==> config.mk <==
export PLATFORM = sky130hd
export DESIGN_NAME = ir_queue
export DESIGN_NICKNAME = d
export VERILOG_FILES = /design/src/rtl/ir_queue.sv
export SDC_FILE = /design/constraint.sdc
export NUM_CORES = 1
export LEC_CHECK = 0
export CAP_MARGIN = 30
export CORE_ASPECT_RATIO = 2
export CORE_UTILIZATION = 40
export CTS_CLUSTER_SIZE = 16
export DETAILED_ROUTE_END_ITERATION = 8
export SETUP_SLACK_MARGIN = 0.2
export SLEW_MARGIN = 20
export SYNTH_ARGS = -nofsm -noshare
export SYNTH_HDL_FRONTEND = slang
export SYNTH_SLANG_ARGS = --single-unit
==> constraint.sdc <==
create_clock -name clk -period 2.6 [get_ports clk]
set_clock_uncertainty 0.1 [all_clocks]
set_input_delay 0.39 -clock clk [delete_from_list [all_inputs] [get_ports clk]]
set_output_delay 0.39 -clock clk [all_outputs]
set_load 0.03 [all_outputs]
==> src/rtl/ir_queue.sv <==
// Instruction queue between fetch and decode: DEPTH-entry FIFO with valid/ready on both sides and a synchronous flush.
// Optional IR_QUEUE_BYPASS_EN lets a word offered to an empty queue reach decode in the same cycle.
module ir_queue #(
   parameter  int DWIDTH = 16,
   parameter  int DEPTH  = 4,
   localparam int AW     = $clog2(DEPTH)
) (
   input  logic              clk,
   input  logic              rst,
   input  logic              flush,
   input  logic [DWIDTH-1:0] ins,
   input  logic              ins_valid,
   output logic              ins_ready,
   output logic [DWIDTH-1:0] ir_out,
   output logic              ir_valid,
   input  logic              ir_ready,
   output logic [AW:0]       count,
   output logic              full,
   output logic              empty
);

   localparam logic [AW:0] PTR_ONE  = (AW+1)'(1);
   localparam logic [AW:0] FULL_CNT = (AW+1)'(DEPTH);

   logic [DWIDTH-1:0] mem_q [DEPTH];
   logic [AW:0]       rptr_q, rptr_d;
   logic [AW:0]       wptr_q, wptr_d;
   logic [AW:0]       count_q, count_d;

   logic [DWIDTH-1:0] head;
   logic              push;
   logic              deq;
   logic              bypass_take;

   // Pointers carry an extra wrap bit so equal low bits can be told apart as full vs empty.
   assign empty     = (rptr_q == wptr_q);
   assign full      = (rptr_q[AW-1:0] == wptr_q[AW-1:0]) && (rptr_q[AW] != wptr_q[AW]);
   assign ins_ready = !full;
   assign count     = count_q;
   assign head      = mem_q[rptr_q[AW-1:0]];

`ifdef IR_QUEUE_BYPASS_EN
   logic bypass_vld;

   assign bypass_vld  = empty && ins_valid && !flush;
   assign ir_valid    = !empty || bypass_vld;
   assign ir_out      = !empty ? head : (bypass_vld ? ins : '0);
   assign bypass_take = bypass_vld && ir_ready;
`else
   assign ir_valid    = !empty;
   assign ir_out      = empty ? '0 : head;
   assign bypass_take = 1'b0;
`endif

   // A bypassed word is handed straight to decode, so neither pointer moves for it.
   assign deq  = ir_valid && ir_ready && !flush && !empty;
   assign push = ins_valid && ins_ready && !flush && !bypass_take;

   always_comb begin
      rptr_d  = rptr_q;
      wptr_d  = wptr_q;
      count_d = count_q;
      if (flush) begin
         rptr_d  = '0;
         wptr_d  = '0;
         count_d = '0;
      end else begin
         if (push) wptr_d = wptr_q + PTR_ONE;
         if (deq)  rptr_d = rptr_q + PTR_ONE;
         case ({push, deq})
            2'b10:   count_d = count_q + PTR_ONE;
            2'b01:   count_d = count_q - PTR_ONE;
            default: count_d = count_q;
         endcase
      end
   end

   always_ff @(posedge clk or posedge rst) begin
      if (rst) begin
         rptr_q  <= '0;
         wptr_q  <= '0;
         count_q <= '0;
      end else begin
         rptr_q  <= rptr_d;
         wptr_q  <= wptr_d;
         count_q <= count_d;
      end
   end

   // Array is deliberately not reset or cleared on flush; the pointers alone define validity.
   always_ff @(posedge clk) begin
      if (push) mem_q[wptr_q[AW-1:0]] <= ins;
   end

   a_count_tracks_ptrs: assert property (@(posedge clk) disable iff (rst)
      count_q == (wptr_q - rptr_q));
   a_count_bound: assert property (@(posedge clk) disable iff (rst)
      count_q <= FULL_CNT);
   a_full_matches_count: assert property (@(posedge clk) disable iff (rst)
      full == (count_q == FULL_CNT));

endmodule

==> summary.txt <==
status = complete, no violations
synth-to-layout area growth = 31.7%
CTS tree = yes
IO Pins = 44
num rows = 44
routed length per placed instance = 17.3 um
mapped cell area = 3070 um2
leakage power figure = 1.47 nW
Die Height = 126 um
Peak VDD IR = 0.693 mV
Synth Area in Compound Gates = 1.59%
Top Metal Used = met4
Clk pin slew, worst setup/hold paths = 0.05 ns
syn avg cell area = 17.9 um2
commonest non-fill, non-tap cell in the layout = edfxtp_1
final WL = 5.69 mm
via/cell ratio = 5.12
Place WS = 0.178 ns
Die ar. = 8060 um2
Inserted Clock Buffers = 9
initial DRC count = 51
Tcrit/Tclk final = 89.1%
setup TNS = 0 ns
hold_ws = 0.233 ns
met2 wire len = 3.29 mm
Routed Antenna Nets = 0
Core Area = 7320 um2
post-synthesis xor/xnor area fraction = 3.05%
fmax = 432 MHz
all-layer global routing usage = 15.8%
worst endpoint required time = 2.11 ns
yosys warns = 0
Final setup viols = 0
clock buffer depth = 2
main combinational cell family by area after synthesis = multiplexers
worst reg2reg endpoint = count[2]
drt pass-1 iters = 4
max-cap viol count = 0
minimum clock period = 2.32 ns
largest net degree at the start of global routing = 21
CTS H-tree lvls = 3
delay-heaviest family, CP = flip-flops
crit-path cells = xnor2_2 -> nand2_1 -> nor2_4 -> inv_2 -> buf_4 -> and2_1 -> buf_12
CTS Hold Bufs = 0
Filler cells = 583
Critical Path AT = 1.83 ns
final net count = 259
relative slew slack = 75.7%
first-pass GRT wire length = 8.99 mm
antenna violations before repair = 0
Worst setup SP type = flop
Netlist cell types = 28
DIE WIDTH = 64.0 um
Finished Layout Cells = 329
Initial Utilization = 42.0%
placed insts = 310
Synth Area in Adders = 2.69%
Slowest cell on crit path = dfrtp_2
RR Startpoint = rptr_q[0]
commonest cells after routing, fill and taps aside = edfxtp_1 (64), buf_4 (26), clkdlybuf4s50_1 (23), and2_1 (20), mux4_2 (16)
Post-DP Area = 3680 um2
DP HPWL = 3.71 mm
vias in the first global route = 1851
Root Driver = clkbuf_16
worst setup path category = reg -> out
Finished Cell Area = 4050 um2
Metal-1 WL = 2.05 mm
R2R Setup Slk = 0.32 ns
fin worst setup slack = 0.283 ns
clk sink count = 73
Slew @ Worst Pin = 0.364 ns
Slew Viols, Final = 0
Net Count, Synth = 199
gp weighted congestion = 0.720
routed wl met3 = 187 um
Port Buffers = 43
post-synthesis mux area share = 13.1%
#FFs+latches synth = 73
FF-to-FF path depth = 8
sequential share of the synthesized area = 69.9%
# DRC = 0
cell count after synthesis = 172
final hold viol count = 0
antenna cells = 0
Overflow after GRT = 0
Simple-Gate Fraction of Synth Area = 7.49%
CP Capture Type = output pin
hold crit path type = in -> async
worst-path fanout max = 20
Worst-Skew Late Latency = 0.32 ns
ys flop type = edfxtp_1
Slowest Stage Delay on Critical Path = 0.46 ns
post-synthesis async set-or-reset flop share = 12.3%
via count = 1684
CP bufs+invs = 3
Power Dens Cells = 920 nW/um2
share of layout cells above drive strength 1 = 31.2%
RSZ-0062 raised after global routing = false
Post-synth EDFFs = 64
==> flip-flops by register name (all words and copies together), names as in the netlist <==
register  flops
count         3
rptr_q        3
mem_q        64
wptr_q        3
==> worst max path at each step <==
stage	to	startpoint	cells after the start	slack (ns)
CTS	ir_out[7]	wptr_q[1]	7	0.21
global route	ir_out[7]	wptr_q[1]	7	0.21
global placement	count[2]	ins_valid	8	0.22
detailed placement	count[2]	ins_valid	8	0.18
finish	ir_out[7]	rptr_q[0]	7	0.28
floorplan	count[2]	rptr_q[1]	10	0.26
==> per-stage QoR <==
step | power, mW | utilization (%)
2_1_floorplan | 2.07 | -
3_3_place_gp | 2.43 | 50.2
3_5_place_dp | 2.45 | 50.2
4_1_cts | 3.73 | 54.7
5_1_grt | 3.88 | 55.3
6_report | 3.72 | 55.3
==> power by group <==
group / leakage [nW] / internal [mW] / switching (mW)
Combinational: 0.618 / 0.513 / 0.585
Sequential: 0.701 / 1.33 / 0.0404
Clock: 0.150 / 0.828 / 0.424
==> synth_stat cells (all sizes together), types with 2 or more instances <==
master   n  area [um2]
buf      6        38.8
dfrtp    9         225
mux4    16         360
nand3    2        15.0
and2    20         125
nor2    14        52.6
inv      7        26.3
xnor2    6        67.6
xor2     3        26.3
ha       5        62.6
edfxtp  64        1920
mux2i    3        30.0
nand2    7        26.3
==> routing by layer <==
layer / vias to the layer above / global-route usage, %
met5: - / 0
met4: 0 / 7.62
met3: 12 / 4.26
met2: 41 / 28.9
met1: 865 / 16.0
li1: 766 / -
==> worst reg2reg max path: cells and delay by family (launching register included) <==
| kind | cells | cell delay, ns |
|---|---|---|
| muxes | 1 | 0.32 |
| xor gates and xnor gates | 1 | 0.16 |
| and+or+nand+nor | 2 | 0.15 |
| DFF | 1 | 0.46 |
| AOI/OAI and AO/OA | 2 | 0.42 |
| adders and majority gates | 1 | 0.40 |
| buffers and inverters | 1 | 0.15 |
==> timing repair <==
action / in CTS / in global routing
setup buffers: 0 / 2
setup endpoints to repair: 16 / 16
pin swaps: 0 / 2
resized for setup: 4 / 1
gates cloned: 0 / 1
==> logic make-up after synthesis <==
logic type                 count (synthesis)
DFF                                       73
xor gates and xnor gates                   9
muxes                                     20
buffers and inverters                     14
AOI/OAI and AO/OA                          5
adders and majority gates                  6
and+or+nand+nor                           45
==> area by class of cell <==
| class | count | area [um2] | share of cell area [%] |
|---|---|---|---|
| timing repair buffer | 56 | 571 | 14.1 |
| sequential | 73 | 2150 | 53.1 |
| multi-input combinational | 85 | 877 | 21.7 |
| tap | 92 | 115 | 2.84 |
| inverter | 7 | 26.3 | 0.649 |
| clock inverter | 7 | 85.1 | 2.10 |
| clock buffer | 9 | 225 | 5.56 |
(Power assumes the default switching activity.)
